[src/rtl/uart_byte_transmitter.sv]
`default_nettype none
// ============================================================================
// uart_byte_transmitter : one-byte UART transmitter (8N1, LSB first); define
//                         UART_PARITY_EN to insert an even-parity bit.
// Revision: 1.0
// ============================================================================
module uart_byte_transmitter #(
    parameter int CLK_FREQ  = 50000000,
    parameter int BAUD_RATE = 115200
) (
    input  logic       clk_in,
    input  logic       rst_n_in,
    input  logic       tx_start,
    input  logic [7:0] tx_data,
    output logic       tx_done,
    output logic       tx_state,
    output logic       rs232_tx
);

    localparam int BIT_CYCLES = CLK_FREQ / BAUD_RATE;
    localparam int CNT_W      = (BIT_CYCLES > 1) ? $clog2(BIT_CYCLES) : 1;
`ifdef UART_PARITY_EN
    localparam int FRAME_BITS = 11;
`else
    localparam int FRAME_BITS = 10;
`endif
    localparam logic [3:0]       LAST_IDX = 4'(FRAME_BITS - 1);
    localparam logic [CNT_W-1:0] TERM_CNT = CNT_W'(BIT_CYCLES - 1);

    typedef enum logic [0:0] {
        ST_IDLE = 1'b0,
        ST_SEND = 1'b1
    } state_t;

    state_t                state;
    state_t                state_nxt;
    logic [CNT_W-1:0]      baud_cnt;
    logic [CNT_W-1:0]      baud_cnt_nxt;
    logic [3:0]            bit_idx;
    logic [3:0]            bit_idx_nxt;
    logic [7:0]            data_reg;
    logic [7:0]            data_nxt;
    logic                  start_q;
    logic                  start_edge;
    logic                  tx_nxt;
    logic                  done_nxt;
    logic [FRAME_BITS-1:0] frame;

`ifdef UART_PARITY_EN
    assign frame = {1'b1, ^data_reg, data_reg, 1'b0};
`else
    assign frame = {1'b1, data_reg, 1'b0};
`endif

    assign start_edge = tx_start & ~start_q;

    always_ff @(posedge clk_in) begin
        if (!rst_n_in) begin
            state    <= ST_IDLE;
            baud_cnt <= '0;
            bit_idx  <= '0;
            data_reg <= '0;
            // Track the live level so a request held through reset is not an edge.
            start_q  <= tx_start;
            rs232_tx <= 1'b1;
            tx_state <= 1'b0;
            tx_done  <= 1'b0;
        end else begin
            state    <= state_nxt;
            baud_cnt <= baud_cnt_nxt;
            bit_idx  <= bit_idx_nxt;
            data_reg <= data_nxt;
            start_q  <= tx_start;
            rs232_tx <= tx_nxt;
            tx_state <= (state_nxt == ST_SEND);
            tx_done  <= done_nxt;
        end
    end

    always_comb begin
        state_nxt    = state;
        baud_cnt_nxt = baud_cnt;
        bit_idx_nxt  = bit_idx;
        data_nxt     = data_reg;
        tx_nxt       = rs232_tx;
        done_nxt     = 1'b0;
        case (state)
            ST_IDLE: begin
                tx_nxt = 1'b1;
                if (start_edge) begin
                    state_nxt    = ST_SEND;
                    data_nxt     = tx_data;
                    baud_cnt_nxt = '0;
                    bit_idx_nxt  = '0;
                    tx_nxt       = 1'b0;
                end
            end
            ST_SEND: begin
                if (baud_cnt == TERM_CNT) begin
                    baud_cnt_nxt = '0;
                    if (bit_idx == LAST_IDX) begin
                        state_nxt = ST_IDLE;
                        done_nxt  = 1'b1;
                        tx_nxt    = 1'b1;
                    end else begin
                        bit_idx_nxt = bit_idx + 4'd1;
                        tx_nxt      = frame[bit_idx_nxt];
                    end
                end else begin
                    baud_cnt_nxt = baud_cnt + CNT_W'(1);
                end
            end
            default: begin
                state_nxt = ST_IDLE;
                tx_nxt    = 1'b1;
            end
        endcase
    end

endmodule
`default_nettype wire

[config.mk]
export PLATFORM = sky130hd
export DESIGN_NAME = uart_byte_transmitter
export DESIGN_NICKNAME = d
export VERILOG_FILES = /design/src/rtl/uart_byte_transmitter.sv
export SDC_FILE = /design/constraint.sdc
export NUM_CORES = 1
export LEC_CHECK = 0
export ABC_AREA = 1
export CORE_AREA = 2 2 55 57
export CTS_CLUSTER_SIZE = 20
export DETAILED_ROUTE_END_ITERATION = 16
export DIE_AREA = 0 0 57 59
export PLACE_DENSITY = 0.72
export SYNTH_ARGS = -nofsm -noshare
export SYNTH_HDL_FRONTEND = slang
export SYNTH_SLANG_ARGS = --single-unit
[constraint.sdc]
create_clock -name clk_in -period 1.2 [get_ports clk_in]
set_input_delay 0.18 -clock clk_in [delete_from_list [all_inputs] [get_ports clk_in]]
set_output_delay 0.18 -clock clk_in [all_outputs]
set_load 0.02 [all_outputs]
==> impl_results.md <==
* Status: complete, but fails checks
* Failing checks: setup timing
* Syn_nets at 220
* Min Tclk post-route at 1.330 ns
* Number of flops mapped to enable cells by yosys at 0
* Final setup vio count at 12
* Largest register FFs at 9
* Num CTS Buffers at 3
* Vias in the first global route at 1385
* Post-synthesis cell area at 0.001321 mm²
* Synth cell count leaders: 57 x nand2_1, 31 x inv_1, 25 x dfxtp_1, 19 x a21oi_1, 18 x nand3_1
* Initial core utilization at 48.75%
* Final worst path period share at 110.8%
* Chip height at 59 µm
* Synth Flop Type: dfxtp_1
* Post-Synthesis Cells at 205
* CP Capture Type: flip-flop
* FFs w/ async S/R, synth at 0%
* Synth area leaders: dfxtp_1 38%, nand2_1 16%, inv_1 8.8%
* Data arrival time at the worst-slack endpoint at 1.56 ns
* Die Footprint at 0.003363 mm²
* Drt initial violations at 37
* CP Cell Sequence: inv_4, ha_4, nand2_2, nor3_2, nand2_2, nand2_4, buf_12, nor2_2, o21a_1
* Clk buf depth at 2
* DR vias at 1398
* Clock latency on the worst-skew pair at 0.32 ns
* Hold Path Class: in -> reg
* Synth warn at 0
* Req. time, crit path at 1.43 ns
* Unique masters post-synth at 20
* Share of cells above drive strength 1 at 32.22%
* Final nets at 255
* GRT Util Overall at 21.17%
* Top cell family by delay on the critical path: flip-flops
* RSZ-0062 raised after global routing: yes
* Initial antenna violation count at 0
* CP max stage cell: dfxtp_4
* CTS tree: built
* DRC Markers at 0
* Detailed Place HPWL at 2.300 mm
* Final Max Slew Viols at 0
* Final worst slack at -0.1297 ns
* Placed Cells at 264
* VDD IR-drop max at 998.7 µV
* Worst-Margin Slew at 0.2461 ns
* Global-route wire length before repair at 5.547 mm
* Hold Fails Final Rpt at 0
* Fmax at 0.7520 GHz
* Grt total ovfl at 0
* Design Area, Final at 0.001857 mm²
* I/O Pins at 14
* Setup_tns at -0.9187 ns
* Routed wl met2 at 1.724 mm
* WL met1 at 1.426 mm
* Fin Clk Skew at 0.001391 ns
* Pin count of the biggest net entering global routing at 18
* Floorplan row count at 19
* Length of routed met3 wiring at 130 µm
* Synthesized area per cell at 6.445 µm²
* Worst Setup Start Kind: flip-flop
* Count leader, synth: nand2_1
* CP Buf/Inv Count at 2
* Detail Route Antenna Nets at 0
* Via density at 5.178
* Critical setup path kind: reg -> reg
* Die X at 57 µm
* Synth top area share at 37.88%
* Buffers on Ports at 13
* Cell Area, Placed at 0.001644 mm²
* Syn-to-layout area delta at 40.53%
* Root buffer selected by CTS: clkbuf_4
* Post-synth top area cell: dfxtp_1
* Worst slack, placed at -0.2837 ns
* CORE AREA at 0.002710 mm²
* Max_cap viols at 0
* First-pass DRT Iterations at 4
* CP peak stage delay at 0.39 ns
* Total Wirelength at 3.407 mm
* Static leakage at 0.8020 nW
* Largest fanout on the critical path at 10
* Gpl congestion at 0.8310
* Max-slew headroom at 83.58%
* # H-tree levels at 1
* CP dominant cell by count: nand2_2
* CTS clk-pin slew, worst paths at 0.13 ns
* #FFs+latches synth at 25
* Top Layer Used: met4
* Drt wl/cell at 12.62 µm
* Seq/Total Area, Yosys at 37.88%
* N_diodes at 0
* Post-Layout Cell Count at 270
* Power density over the cells at 921.9 mW/mm²
* Hold WS at 0.3173 ns
* Clock sinks at 25
[through the flow]
stage / power, mW / utilization [%]
finish: 1.712 / 68.51
global route: 1.803 / 68.51
CTS: 1.700 / 65.79
detailed placement: 1.276 / 60.66
global placement: 1.263 / 60.66
floorplan: 1.124 / -
[layout make-up]
| class | count | area (µm²) |
|---|---|---|
| clock buffers | 4 | 26.28 |
| fillers | 239 | 853.3 |
| inverters | 33 | 131.4 |
| multi-input cells | 141 | 814.5 |
| flip-flops and latches | 25 | 520.5 |
| well taps | 31 | 38.79 |
| repair buffers | 36 | 325.3 |
[cells by family (layout without fill, tap and decap cells)]
| family | after synthesis | count (layout) | synth area share [%] |
|---|---|---|---|
| compound gates | 35 | 35 | 13.64 |
| fa+ha+maj | 4 | 4 | 3.788 |
| buf+inv | 39 | 73 | 12.12 |
| flops | 25 | 25 | 37.88 |
| simple gates | 102 | 102 | 32.58 |
[final timing paths]
| kind | start | endpoint | slack (ns) | depth (start not counted) |
|---|---|---|---|---|
| worst max-delay path | baud_cnt[1] | baud_cnt[1] | -0.13 | 9 |
| worst max register to register | baud_cnt[1] | baud_cnt[1] | -0.13 | 9 |
| worst min-delay path | tx_start | start_q | 0.32 | 1 |
| worst min register to register | data_reg[1] | data_reg[1] | 0.47 | 2 |
[layout by cell type, fill, tap and decap left out, types with 2 or more instances in the layout]
master            n
nand2_1          49
inv_1            23
dfxtp_1          19
buf_4            19
a21oi_1          17
o21ai_0          12
nor2_1           11
nand3_1          11
clkdlybuf4s50_1  10
nand2_2           9
nand3_2           7
inv_2             6
nor2_2            6
dfxtp_4           5
nand4_1           4
ha_4              4
inv_4             3
clkbuf_4          3
nor3_2            2
nand2_4           2
a21oi_2           2
buf_12            2
buf_6             2
[per-layer routing]
| layer | global-route usage (%) | vias up |
|---|---|---|
| met3 | 2.402 | 14 |
| met4 | 10.96 | 0 |
| met2 | 40.07 | 28 |
| li1 | - | 715 |
| met5 | 0 | - |
| met1 | 23.20 | 641 |
[where the power goes]
part           switching [mW]  internal [mW]
sequential             0.0392          0.870
clock                   0.243          0.130
combinational           0.233          0.196
total                   0.515           1.20
[timing repair]
item	4_1_cts	5_1_grt
pin swaps	11	11
endpoints found under the setup margin	17	26
resized for setup	41	26
hold buffers	0	0
buffers inserted	1	1
No activity file was read; power rests on OpenSTA's default activity.
